<file path="src/rtl/linear_read_data_sink.sv">
// linear_read_data_sink
//
// Receives the AXI4 R-channel beats returned for the fixed-length bursts issued by the
// linear read address generator. The first dataSizeInBeats beats are forwarded onto an
// AXI-Stream master port, and m_axis_tlast marks the final forwarded beat. Surplus beats
// from the rounded-up final burst are accepted and dropped. An rresp error or a wrongly
// placed rlast raises a sticky error flag. The start/done handshake matches the address
// generator, so one controller can launch both blocks with the same size.
//
// Ports:
//   aclk, reset            clock, asynchronous active-high reset
//   start, done            launch (sampled only while done=1) / idle-complete flag
//   dataSizeInBeats        number of beats to forward, latched on an accepted start
//   error                  sticky framing/response error, cleared by an accepted start
//   rid, rdata, rresp,
//   rlast, rvalid, rready  AXI4 read-data channel (rid is ignored)
//   m_axis_t*              AXI-Stream master output
module linear_read_data_sink #(
    parameter int unsigned DATA_WIDTH               = 64,
    parameter int unsigned ID_WIDTH                 = 8,
    parameter int unsigned SIZE_WIDTH               = 32,
    parameter int unsigned AxLEN_BEATS_PER_TRANSFER = 15
) (
    input  logic                  aclk,
    input  logic                  reset,
    input  logic                  start,
    output logic                  done,
    input  logic [SIZE_WIDTH-1:0] dataSizeInBeats,
    output logic                  error,
    input  logic [ID_WIDTH-1:0]   rid,
    input  logic [DATA_WIDTH-1:0] rdata,
    input  logic [1:0]            rresp,
    input  logic                  rlast,
    input  logic                  rvalid,
    output logic                  rready,
    output logic [DATA_WIDTH-1:0] m_axis_tdata,
    output logic                  m_axis_tlast,
    output logic                  m_axis_tvalid,
    input  logic                  m_axis_tready
);

    localparam int unsigned BurstBeats = AxLEN_BEATS_PER_TRANSFER + 1;
    localparam int unsigned BurstCntW  = (BurstBeats > 1) ? $clog2(BurstBeats) : 1;
    // One extra bit so the rounded-up beat total never overflows.
    localparam int unsigned CntW       = SIZE_WIDTH + 1;

    typedef enum logic [1:0] {StIdle, StRun, StDrain} state_e;

    state_e                  state_q;
    logic [SIZE_WIDTH-1:0]   n_q;
    logic [CntW-1:0]         r_q;
    logic [BurstCntW-1:0]    burst_cnt_q;
    logic                    done_q;
    logic                    error_q;
    logic                    rready_q;

    // Two-entry skid buffer; entry 0 is the head that drives the stream port.
    logic [DATA_WIDTH-1:0]   buf_data_q [2];
    logic                    buf_last_q [2];
    logic [1:0]              count_q;
    logic [1:0]              count_d;

    logic                    accept;
    logic                    push;
    logic                    pop;
    logic [CntW-1:0]         n_ext;
    logic [CntW-1:0]         r_inc;
    logic                    burst_end;
    logic                    beat_is_last;
    logic                    final_beat;
    logic                    frame_err;

    logic                    unused_rid;
    assign unused_rid = ^rid;

    assign n_ext        = {1'b0, n_q};
    assign r_inc        = r_q + CntW'(1);
    assign accept       = rvalid && rready_q;
    assign push         = accept && (r_q < n_ext);
    assign pop          = (count_q != 2'd0) && m_axis_tready;
    assign burst_end    = (burst_cnt_q == BurstCntW'(BurstBeats - 1));
    assign beat_is_last = (r_inc == n_ext);
    // The rounded-up total is the first burst boundary at or past N. That equals
    // ceil(N/B)*B without needing a divider.
    assign final_beat   = burst_end && (r_inc >= n_ext);
    assign frame_err    = (rlast != burst_end) || (rresp != 2'b00);

    always_comb begin
        count_d = count_q;
        if (push && !pop) begin
            count_d = count_q + 2'd1;
        end else if (pop && !push) begin
            count_d = count_q - 2'd1;
        end
    end

    always_ff @(posedge aclk or posedge reset) begin
        if (reset) begin
            state_q       <= StIdle;
            n_q           <= '0;
            r_q           <= '0;
            burst_cnt_q   <= '0;
            done_q        <= 1'b1;
            error_q       <= 1'b0;
            rready_q      <= 1'b0;
            buf_data_q[0] <= '0;
            buf_data_q[1] <= '0;
            buf_last_q[0] <= 1'b0;
            buf_last_q[1] <= 1'b0;
            count_q       <= 2'd0;
        end else begin
            // Skid buffer. A push into a full buffer cannot happen, because rready is
            // already low whenever the buffer is full.
            if (push && !pop) begin
                if (count_q == 2'd0) begin
                    buf_data_q[0] <= rdata;
                    buf_last_q[0] <= beat_is_last;
                end else begin
                    buf_data_q[1] <= rdata;
                    buf_last_q[1] <= beat_is_last;
                end
            end else if (pop && !push) begin
                buf_data_q[0] <= buf_data_q[1];
                buf_last_q[0] <= buf_last_q[1];
            end else if (push && pop) begin
                if (count_q == 2'd1) begin
                    buf_data_q[0] <= rdata;
                    buf_last_q[0] <= beat_is_last;
                end else begin
                    buf_data_q[0] <= buf_data_q[1];
                    buf_last_q[0] <= buf_last_q[1];
                    buf_data_q[1] <= rdata;
                    buf_last_q[1] <= beat_is_last;
                end
            end
            count_q <= count_d;

            unique case (state_q)
                StIdle: begin
                    rready_q <= 1'b0;
                    if (start) begin
                        n_q         <= dataSizeInBeats;
                        r_q         <= '0;
                        burst_cnt_q <= '0;
                        error_q     <= 1'b0;
                        if (dataSizeInBeats != '0) begin
                            done_q   <= 1'b0;
                            rready_q <= 1'b1;
                            state_q  <= StRun;
                        end
                    end
                end
                StRun: begin
                    rready_q <= (count_d != 2'd2);
                    if (accept) begin
                        r_q         <= r_inc;
                        burst_cnt_q <= burst_end ? '0 : burst_cnt_q + BurstCntW'(1);
                        if (frame_err) begin
                            error_q <= 1'b1;
                        end
                        if (final_beat) begin
                            rready_q <= 1'b0;
                            state_q  <= StDrain;
                        end
                    end
                end
                StDrain: begin
                    rready_q <= 1'b0;
                    if (count_q == 2'd0) begin
                        done_q  <= 1'b1;
                        state_q <= StIdle;
                    end
                end
                default: begin
                    rready_q <= 1'b0;
                    done_q   <= 1'b1;
                    state_q  <= StIdle;
                end
            endcase
        end
    end

    assign done          = done_q;
    assign error         = error_q;
    assign rready        = rready_q;
    assign m_axis_tdata  = buf_data_q[0];
    assign m_axis_tlast  = buf_last_q[0];
    assign m_axis_tvalid = (count_q != 2'd0);

endmodule

</file>
<file path="config.mk">
export PLATFORM = sky130hd
export DESIGN_NAME = linear_read_data_sink
export DESIGN_NICKNAME = d
export VERILOG_FILES = /design/src/rtl/linear_read_data_sink.sv
export SDC_FILE = /design/constraint.sdc
export NUM_CORES = 1
export LEC_CHECK = 0
export CAP_MARGIN = 25
export CORE_MARGIN = 1.5
export CORE_UTILIZATION = 54
export CTS_CLUSTER_DIAMETER = 30
export DETAILED_ROUTE_END_ITERATION = 10
export PLACE_DENSITY = 0.85
export SYNTH_ARGS = -nofsm -noshare
export SYNTH_HDL_FRONTEND = slang
export SYNTH_SLANG_ARGS = --single-unit
</file>
<file path="constraint.sdc">
create_clock -name aclk -period 8.3 [get_ports aclk]
set_input_delay 0.83 -clock aclk [delete_from_list [all_inputs] [get_ports aclk]]
set_output_delay 0.83 -clock aclk [all_outputs]
set_load 0.005 [all_outputs]
</file>
=== Word level (Yosys, flattened, before mapping) ===
Cells that the tools add are included.

* Flip-flop bits (word level): 206
* Input bits: 112
* Output and inout port bits: 69
* Word-level logic and storage cells: 105

* $add $sub $neg: 4
* $lt $le $gt $ge: 2
* Equal/unequal tests: 17
* Multiplexer cells: 44
* Bitwise operators: 1
* Reductions and logical operators: 25

{| class="wikitable"
|+ Operators by type and width
! kind !! count
|-
| $mux 64 || 6
|-
| $mux 128 || 2
|-
| $mux 33 || 2
|-
| $pmux 33 s2 || 1
|-
| $add 33x1->33 const B || 1
|-
| $eq 33x32->1 || 1
|-
| $ge 33x32->1 || 1
|-
| $lt 33x32->1 || 1
|-
| $reduce_bool 32->1 || 1
|-
| $ne 2x2->1 const B || 10
|-
| $mux 2 || 9
|-
| $mux 1 || 16
|-
| $mux 4 || 3
|-
| $reduce_and 4->1 || 3
|-
| $pmux 4 s2 || 1
|-
| $reduce_bool 2->1 || 4
|-
| $logic_and 1x1->1 || 7
|-
| $pmux 2 s3 || 1
|-
| $reduce_and 5->1 || 1
|-
| $add 4x1->4 const B || 1
|-
| $eq 2x1->1 const B || 2
|-
| $eq 4x4->1 const B || 1
|-
| $logic_not 2->1 || 2
|-
| $pmux 1 s2 || 2
|-
| 12 further kinds || 14
|}

=== Logic depth before layout (Yosys ltp) ===
Gate-level depths: netlist of run 1.

* Depth after elaboration: 10
* Gate-level depth with buffers: 15
* Gate-level depth less buffers: 15

=== Worst setup path before layout of run 1 ===
OpenSTA, ideal clock, no wires.

* Path type: register to register
* Start point: register r_q[0]
* End point: register rready_q, in the netlist rready
* Setup time: 0.130 ns
* Arrival time: 3.750 ns
* Data required time: 8.170 ns
* Slack: 4.420 ns
* Cell stages (with the launch flop): 16
* Path buffers: 0
* Clock period less this slack: 3.880 ns
* Cell sequence: dfrtp_1 ha_1 nand3_1 nor4_2 nand3_1 nor2_1 nand3_1 xnor2_1 ha_1 nand4_1 nor4_1 nand2_1 or4_1 and3_1 a21oi_1 o41ai_1

* Word-level cells in the longest chain between the ends: 10
* Elaborated cells on any way between the ends: 14
* Classes of those cells: add/sub: 1; order compare: 2; eq/ne: 1; mux: 5; reduce/logical: 5

{| class="wikitable"
|+ RTL lines
! what !! RTL line !! RTL
|-
| start: declaration || 51 || <nowiki>logic [CntW-1:0] r_q;</nowiki>
|-
| start signal: assignment || 156 || <nowiki>r_q <= r_inc;</nowiki>
|-
| branches (longest 8 deep; another with $add 33x1->33) || -- ||
|-
| $mux 1 (*) || 155 || <nowiki>if (accept) begin</nowiki>
|-
| $pmux 1 s2 (*) || 138 || <nowiki>unique case (state_q)</nowiki>
|-
| end signal: assignment || 154 || <nowiki>rready_q <= (count_d != 2'd2);</nowiki>
|-
| end: declaration || 55 || <nowiki>logic rready_q;</nowiki>
|}

Every way passes the cells marked *.
A chain may end at the register's enable or synchronous reset.

=== Worst setup path in the final report of run 1 ===
Ends and elaborated chain as after synthesis.

==> flow_metrics.tcl, run 1 <==
set metrics [dict create \
    grt_overflow 0 \
    cts_buffer_depth 3 \
    required_ps 8690 \
    peakVddDrop_v 0.0002427 \
    leakage_nw 6.186 \
    antenna_found_initial 1 \
    avgRoutedWirePerCell_um 18.33 \
    cts_root_buf "clkbuf_16" \
    dieHeight_um 147.6 \
    hold_viol 0 \
    r2r_cells 15 \
    async_reset_ff_share_pct 100.0 \
    drive_above_1_share_pct 7.734 \
    worst_pin_slew_ps 990.6 \
    path_max_fanout 7 \
    critPathLaunch "r_q[0]" \
    rsz0062_at_grt "false" \
    synth-seq-area-share_pct 45.70 \
    viasPerCell 5.942 \
    r2r-end "rready" \
    endpoint_kind "flop" \
    dpl-instance-area_um2 12700 \
    cts_made_buffers 44 \
    initial_utilization_pct 55.41 \
    fin_area_um2 14230 \
    rrSetupSlack_ps 3390 \
    min_period_over_period_pct 59.13 \
    finalSetupTns_ps 0 \
    synth_area_leaders "dfrtp_1 45%, ha_1 7.5%, mux2_1 6.5%" \
    final_common_cell "dfrtp_1" \
    n_fill_cell 1430 \
    core_um2 20360 \
    finClkSkew_ps 26.24 \
    cts_sinks 206 \
    ctsResizeCount 0 \
    ys_types 53 \
    cp_slowest_cell "nor4_2" \
    synthCells 1140 \
    dr.pass1.iters 5 \
    io-pin-count 181 \
    final_nets 1426 \
    synth_warnings 0 \
    clock_latency_ps 530 \
    dr.first_iter.drc_count 625 \
    io_buffers 172 \
    cts_hold_buf 0 \
    cts_setup_buffers 0 \
    r2r-start "r_q[0]" \
    gp_congestion 0.8867 \
    crit_type "reg2reg" \
    dieArea_um2 21770 \
    hold_class "reg2reg" \
    grt_use_total_pct 26.10 \
    syn_nets 1320 \
    synth_top_area_share_pct 45.46 \
    clk_pin_slew_ps 50 \
    grt_pass1_vias 9351 \
    max-slew-margin-rel_pct 33.78 \
    maxCapViolCount 0 \
    max_stage_delay_ps 640 \
    drc 0 \
    setup_viol 0 \
    ant_nets 0 \
    final_cell_mix "205 x dfrtp_1, 194 x nand2_1, 172 x clkdlybuf4s50_1, 88 x nand3_1, 69 x o211ai_1" \
    rows 52 \
    crit_path_start_kind "flop" \
    outcome "finished clean" \
    synth_seq_cells 206 \
    cts_tree "yes" \
    dr_total_vias 9216 \
    grt_pass1_wl_mm 46.26 \
    yosys_most_used_dff "dfrtp_1" \
    cp.arrival_ps 5300 \
    synth_edf_count 0 \
    path_cells "ha_1, nand3_1, nor4_2, nand3_1, nor2_1, nand3_1, xnor2_1, ha_1, nand4_1, nor4_1, nand2_1, or4_1, and3_1, a21oi_1, o41ai_1" \
    synth_top_area_cell "dfrtp_1" \
    grt_max_degree 139 \
    fmax_mhz 203.8 \
    syn_area_um2 11280 \
    power.density_nw_per_um2 350.4 \
    wl_mm 28.44 \
    syn_avg_cell_area_um2 9.898 \
    cts_htree_levels 2 \
    period_needed_ps 4907 \
    crit_top_cell "nand3_1" \
    slew_violations 0 \
    cp-endpoint "rready" \
    synthToLayoutAreaGrowth_pct 26.14 \
    fp.dieW_um 147.6 \
    hpwl_mm 17.78 \
]
[area by class of cell]
cell class	count	area [um2]	share of cell area, %
Inverter	40	157.7	1.108
Clock buffer	56	1186	8.334
Sequential cell	206	5156	36.23
Multi-Input combinational cell	772	5263	36.98
Clock inverter	24	312.8	2.198
Tap cell	270	337.8	2.374
Timing Repair Buffer	182	1817	12.76
Antenna cell	1	2.502	0.01758
[cell families (layout without fill, tap and decap cells)]
logic type               after synthesis  count (layout)  synth area share, %
XOR/XNOR                              34              34                2.639
AO/OA/AOI/OAI                        221             221                13.86
adder cells (fa/ha/maj)               68              68                7.541
AND/OR/NAND/NOR                      382             382                15.62
flip-flops                           206             206                45.70
other                                  0               1                    0
buffers and inverters                162             302                7.962
multiplexers                          67              67                6.676
[how the worst min path moves through the flow]
stage,from,cells past startpoint,endpoint
floorplan,buf_last_q[0],1,buf_last_q[0]
global placement,buf_last_q[0],1,buf_last_q[0]
detailed placement,buf_last_q[0],1,buf_last_q[0]
CTS,buf_last_q[0],1,buf_last_q[0]
global route,buf_data_q[30],1,buf_data_q[30]
finish,buf_last_q[0],1,buf_last_q[0]
[layer usage]
metal | GRT usage (%) | vias up | share of wire [%]
met1 | 34.09 | 4511 | 43
met5 | 0 | - | 0
met4 | 12.55 | 0 | 4.3
li1 | - | 4244 | -
met3 | 5.000 | 95 | 6.6
met2 | 41.94 | 366 | 46
[state kept, by name, summed over array words and instances (netlist names)]
name,cells
n_q,32
state_q,2
m_axis_tlast,1
done,1
buf_last_q,1
buf_data_q,64
error,1
count_q,2
burst_cnt_q,4
rready,1
r_q,33
m_axis_tdata,64
[worst max-delay path: cells and delay by family, from the launching register on]
kind                       cells  cell delay (ps)
adders and majority gates      2              610
xor gates and xnor gates       1              170
DFF                            1              440
and+or+nand+nor               10             3180
AOI/OAI and AO/OA              2              400
[cells in the mapped netlist, types with 2 or more instances]
library cell	count
buf_6	5
mux2_1	65
buf_2	7
inv_1	40
and4_1	9
a2111oi_0	2
buf_4	65
o31ai_1	8
a22o_1	21
a21oi_1	20
nor2b_1	5
a211oi_1	5
nand4_1	17
a21oi_2	2
a31oi_1	3
o41ai_1	3
nand2_1	194
clkbuf_1	45
dfrtp_1	205
nor2_1	29
xor2_1	8
nor4_2	2
a2111o_1	2
xnor2_1	26
nor3_1	4
and2_1	2
or3_1	3
nand3_1	89
a2111oi_4	2
a211o_1	4
o21ai_0	59
o211ai_1	69
a21o_1	13
ha_1	68
and3_1	8
nand4b_1	2
nor4_1	13
[where the power goes]
group | switching [W] | internal [W] | leakage, nW
Combinational | 0.000885 | 0.000771 | 2.95
Clock | 0.000552 | 0.00119 | 0.721
Sequential | 0.000204 | 0.00138 | 2.52
[per-stage QoR]
step / instances / hold slack [ps] / utilization [%] / setup slack, ps / power, W
floorplan: 1140 / 449.0 / - / 1848 / 0.002764
global placement: 1469 / 461.8 / 62.38 / 3622 / 0.003142
detailed placement: 1469 / 465.8 / 62.38 / 3480 / 0.003220
CTS: 1549 / 476.9 / 69.74 / 3492 / 0.005007
global route: 1551 / 498.8 / 69.89 / 3075 / 0.005259
finish: 1551 / 474.3 / 69.89 / 3393 / 0.004987
No activity file was read; power rests on OpenSTA's default activity.
==> inputs of run 2 (changes only) <==
==> constraint.sdc (replaced) <==
create_clock -name aclk -period 5.14 [get_ports aclk]
set_input_delay 0.514 -clock aclk [delete_from_list [all_inputs] [get_ports aclk]]
set_output_delay 0.514 -clock aclk [all_outputs]
set_load 0.005 [all_outputs]
==> run 2 against run 1 <==
Sequential power rose by 62%. Count of clock-buffer cells in the layout rose by 9. Die area did not move. Sequential share of layout area fell by 0.47 points. Power rose by 68%. First-iteration DRC count rose by 4.0%. Wire length rose by 0.75%. Final cell count rose by 0.32%. Clock skew fell by 11 ps. Maximum frequency rose by 7.6%. Critical path depth fell by 2. Register-to-register slack got worse by 2800 ps. Critical path type unchanged. Largest power group unchanged.
==> flow_metrics.tcl, run 2 (same netlist as run 1, synthesis figures left out) <==
set metrics [dict create \
    hold_viol 0 \
    cts_buffer_depth 3 \
    cts_hold_buf 0 \
    gp_congestion 0.8799 \
    switching_share_pct 31.92 \
    dr.pass1.iters 5 \
    rows 52 \
    fp.dieW_um 147.6 \
    core_um2 20360 \
    drive_above_1_share_pct 8.165 \
    dr.first_iter.drc_count 650 \
    p_seq_share_pct 30.5 \
    cts_root_buf "clkbuf_16" \
    endpoint_kind "flop" \
    cts_htree_levels 2 \
    use_met2_pct 42.22 \
    peakVddDrop_v 0.0003855 \
    final_cell_mix "205 x dfrtp_1, 194 x nand2_1, 172 x clkdlybuf4s50_1, 88 x nand3_1, 69 x o211ai_1" \
    crit_top_cell "nand4_1" \
    cts_sinks 206 \
    crit_type "reg2reg" \
    antenna_found_initial 0 \
    whs_ps 370.7 \
    io-pin-count 181 \
    wl_mm 28.65 \
    comb_power_share_pct 32.3 \
    avgRoutedWirePerCell_um 18.41 \
    synthToLayoutAreaGrowth_pct 27.78 \
    cts_tree "yes" \
    final_nets 1431 \
    path_max_fanout 6 \
    crit_path_start_kind "flop" \
    required_ps 5540 \
    p_int_w 0.005698 \
    initial_utilization_pct 55.41 \
    use_met3_pct 5.123 \
    power.density_nw_per_um2 580.5 \
    grt_max_degree 107 \
    ant_nets 0 \
    ctsResizeCount 0 \
    fin_area_um2 14420 \
    clock_latency_ps 530 \
    busiest_layer "met2" \
    io_buffers 172 \
    clk_pin_slew_ps 50 \
    viasPerCell 5.881 \
    clockPowerShare_pct 37.2 \
    leakage_nw 6.279 \
    max-slew-margin-rel_pct 34.23 \
    hold_class "in2async" \
    fmax_mhz 219.3 \
    max_stage_delay_ps 620 \
    rsz0062_at_grt "false" \
    cts_made_buffers 46 \
    hpwl_mm 18.48 \
    dieHeight_um 147.6 \
    cp.arrival_ps 4960 \
    grt_use_total_pct 26.73 \
    path_cells "and4_1, nand4_1, nor4_1, nand4_1, xnor2_1, ha_1, nand4_1, nor4_1, nand2_1, or4_1, and3_1, a21oi_1, o41ai_1" \
    finClkSkew_ps 14.81 \
    min_period_over_period_pct 88.72 \
    cts_setup_buffers 0 \
    period_needed_ps 4560 \
    grt_pass1_vias 9163 \
    cp_slowest_cell "nor4_1" \
    maxCapViolCount 0 \
    utilization_pct 70.80 \
    drc 0 \
    finalSetupTns_ps 0 \
    grt_pass1_wl_mm 46.98 \
    grt_overflow 0 \
    outcome "finished clean" \
    diodes 0 \
    final_common_cell "dfrtp_1" \
    grt_util_met1_pct 36.21 \
    dr_total_vias 9151 \
    switchingPower_w 0.002672 \
    setup_viol 0 \
    worst_pin_slew_ps 983.8 \
    slew_violations 0 \
    dpl-instance-area_um2 12750 \
    dieArea_um2 21770 \
]
## run 2: cell types whose count changed in the layout (fill, tap and decap cells not counted), sizes merged
| cell | before | now |
|---|---|---|
| clkbuf | 56 | 65 |
| bufinv | 6 | 8 |
| diode | 1 | 0 |
| clkinv | 12 | 4 |
| buf | 10 | 13 |
## run 2: power by group through the flow
stage / clock network [W] / logic, W / registers [W]
after global placement: 0 / 0.00258 / 0.00252
after floorplan: 0 / 0.00199 / 0.00247
after global routing: 0.00324 / 0.00294 / 0.00262
final: 0.00311 / 0.00270 / 0.00256
after detailed placement: 0 / 0.00268 / 0.00256
after CTS: 0.00315 / 0.00271 / 0.00255
## run 2: worst paths after layout
check                              start  cells past startpoint              to  slack (ps)
min                                reset                      2  buf_data_q[35]         370
min in group aclk          buf_last_q[0]                      1   buf_last_q[0]         480
max                               r_q[3]                     13          rready         580
min reg2reg                buf_last_q[0]                      1   buf_last_q[0]         480
max in group asynchronous          reset                      3         n_q[12]        3800
max reg2reg                       r_q[3]                     13          rready         580
## run 2: critical path: cells and delay by family (launching register included)
family	cells	cell delay, ps
compound gates	2	400
xor+xnor	1	190
fa+ha+maj	1	290
flops	1	460
simple gates	9	3070
## run 2: per-stage QoR
step	power (W)	setup slack [ps]	cells
after floorplan	0.004464	1260	1140
after global placement	0.005104	836.1	1473
after detailed placement	0.005239	675.6	1473
after CTS	0.008415	693.3	1556
after global routing	0.008805	245.1	1556
final	0.008370	579.8	1556
## run 2: layer usage
layer | vias up | routed length, um
met3 | 63 | 1765
li1 | 4260 | -
met1 | 4505 | 12490
met2 | 323 | 13430
met4 | 0 | 967
met5 | - | 0
## run 2: layout make-up
| type | count | area, um2 |
|---|---|---|
| Tap cell | 270 | 337.8 |
| Sequential cell | 206 | 5156 |
| Fill cell | 1442 | 5947 |
| Timing Repair Buffer | 185 | 1844 |
| Multi-Input combinational cell | 772 | 5263 |
| Clock buffer | 65 | 1344 |
| Inverter | 40 | 153.9 |
| Clock inverter | 18 | 319.1 |
==> inputs of run 3 (changes only) <==
--- a/config.mk
+++ b/config.mk
@@ -7,10 +7,12 @@
 export LEC_CHECK = 0
 export CAP_MARGIN = 25
 export CORE_MARGIN = 1.5
-export CORE_UTILIZATION = 54
+export CORE_UTILIZATION = 60
 export CTS_CLUSTER_DIAMETER = 30
 export DETAILED_ROUTE_END_ITERATION = 10
-export PLACE_DENSITY = 0.85
+export DONT_BUFFER_PORTS = 1
+export PLACE_DENSITY = 0.81
+export SKIP_LAST_GASP = 1
 export SYNTH_ARGS = -nofsm -noshare
 export SYNTH_HDL_FRONTEND = slang
 export SYNTH_SLANG_ARGS = --single-unit
==> run 3 against run 2 <==
Clock power fell by 15%. Die area fell by 9.8%. Sequential share of layout area rose by 6.0 points. Setup slack improved by 83 ps. Sequential cell count did not move. Critical endpoint is now m_axis_tlast. Largest cell class unchanged.
==> flow_metrics.tcl, run 3 (same netlist as run 1, synthesis figures left out) <==
set metrics [dict create \
    n_fill_cell 1352 \
    slew_violations 0 \
    required_ps 5570 \
    ant_nets 0 \
    grt_pass1_vias 8542 \
    maxCapViolCount 0 \
    min_period_over_period_pct 87.10 \
    drc 0 \
    dr.first_iter.drc_count 535 \
    drive_above_1_share_pct 8.371 \
    cts_setup_buffers 0 \
    cts_htree_levels 2 \
    antenna_found_initial 0 \
    p_int_w 0.004795 \
    fmax_mhz 223.4 \
    clockPowerShare_pct 36.3 \
    whs_ps 49.47 \
    outcome "finished clean" \
    cts_tree "yes" \
    dieArea_um2 19640 \
    worst_pin_slew_ps 973.3 \
    ctsResizeCount 0 \
    final_cell_mix "205 x dfrtp_1, 194 x nand2_1, 88 x nand3_1, 69 x o211ai_1, 68 x ha_1" \
    grt_use_total_pct 26.97 \
    power.density_nw_per_um2 588.0 \
    synthToLayoutAreaGrowth_pct 9.304 \
    dieHeight_um 140.1 \
    place_ws_ps 744.0 \
    cts_made_buffers 38 \
    finalSetupTns_ps 0 \
    leakage_nw 5.462 \
    p_seq_share_pct 36.3 \
    switching_share_pct 33.88 \
    io-pin-count 181 \
    switchingPower_w 0.002457 \
    dr.pass1.iters 4 \
    cts_root_buf "clkbuf_16" \
    dr_total_vias 8312 \
    io_buffers 0 \
    hpwl_mm 16.91 \
    finClkSkew_ps 23.34 \
    endpoint_kind "flop" \
    wl_mm 25.81 \
    fin_ws_ps 662.9 \
    viasPerCell 6.259 \
    grt_pass1_wl_mm 42.77 \
    r2r_cells 12 \
    rows 49 \
    diodes 0 \
    max-slew-margin-rel_pct 34.93 \
    hold_class "in2async" \
    setup_viol 0 \
    initial_utilization_pct 61.97 \
    path_max_fanout 6 \
    final_nets 1249 \
    clk_pin_slew_ps 50 \
    crit_type "reg2reg" \
    clock_latency_ps 510 \
    rsz0062_at_grt "false" \
    cts_buffer_depth 3 \
    period_needed_ps 4477 \
    peakVddDrop_v 0.0003823 \
    hold_viol 0 \
    avgRoutedWirePerCell_um 19.44 \
    grt_max_degree 110 \
    fp.dieW_um 140.1 \
    comb_power_share_pct 27.4 \
    grt_overflow 0 \
    final_common_cell "dfrtp_1" \
    gp_congestion 0.8802 \
    cts_hold_buf 0 \
    crit_path_start_kind "flop" \
    cp.arrival_ps 4900 \
    cts_sinks 206 \
    core_um2 18210 \
]
==> run 3: cell types whose count changed in the layout (fill, tap and decap cells not counted), sizes merged <==
cell           delta
bufinv            -2
clkdlybuf4s50   -172
clkbuf           -14
inv               +1
clkinv            +4
buf               -2
clkinvlp          -2
==> run 3: final cells by class <==
type	instances	area, um2	area share [%]
Clock buffer	51	1094	8.867
Clock inverter	19	282.8	2.293
Inverter	40	153.9	1.248
Multi-Input combinational cell	772	5265	42.69
Sequential cell	206	5156	41.81
Tap cell	229	286.5	2.323
Timing Repair Buffer	11	95.09	0.7710
==> run 3: per-stage QoR <==
| step | total power (W) | instances | util, % | area, um2 |
|---|---|---|---|---|
| after global routing | 0.007674 | 1328 | 67.73 | 12330 |
| after CTS | 0.007301 | 1328 | 67.73 | 12330 |
| after global placement | 0.004516 | 1258 | 60.17 | 10960 |
| after floorplan | 0.004464 | 1140 | - | 11290 |
| after detailed placement | 0.004628 | 1258 | 60.17 | 10960 |
| final | 0.007252 | 1328 | 67.73 | 12330 |
==> run 3: power groups by stage <==
stage	Combinational, W	Sequential [W]	Clock (W)
4_1_cts	0.00199	0.00264	0.00267
6_report	0.00198	0.00263	0.00263
3_5_place_dp	0.00198	0.00265	0
3_3_place_gp	0.00190	0.00261	0
5_1_grt	0.00222	0.00271	0.00275
2_1_floorplan	0.00199	0.00247	0
==> run 3: path summary, 6_finish.rpt <==
path                                          from          endpoint  slack [ps]
worst min register to register       buf_last_q[0]     buf_last_q[0]         470
worst max-delay path                        r_q[3]      m_axis_tlast         660
worst min-delay path                         reset  m_axis_tdata[62]          50
min in group aclk               dataSizeInBeats[3]            n_q[3]         130
worst max register to register              r_q[3]      m_axis_tlast         660
max in group asynchronous                    reset  m_axis_tdata[49]        3860
==> run 3: worst max-delay path, stage by stage (launching register included) <==
cell and delay, ps:
dfrtp_1 450, and4_1 310, nand4_1 220, nor4_1 610, nand4_1 270, xnor2_1 180
ha_1 290, nand4_1 150, nor4_1 570, nand2_1 130, or4_1 620, a2111oi_0 450
a211o_1 160
==> run 3: layer usage <==
| layer | share of wire (%) | track usage (%) |
|---|---|---|
| met1 | 43 | 35.38 |
| met2 | 46 | 43.13 |
| met3 | 8.2 | 7.590 |
| met4 | 2.5 | 9.695 |
| met5 | 0 | 0 |
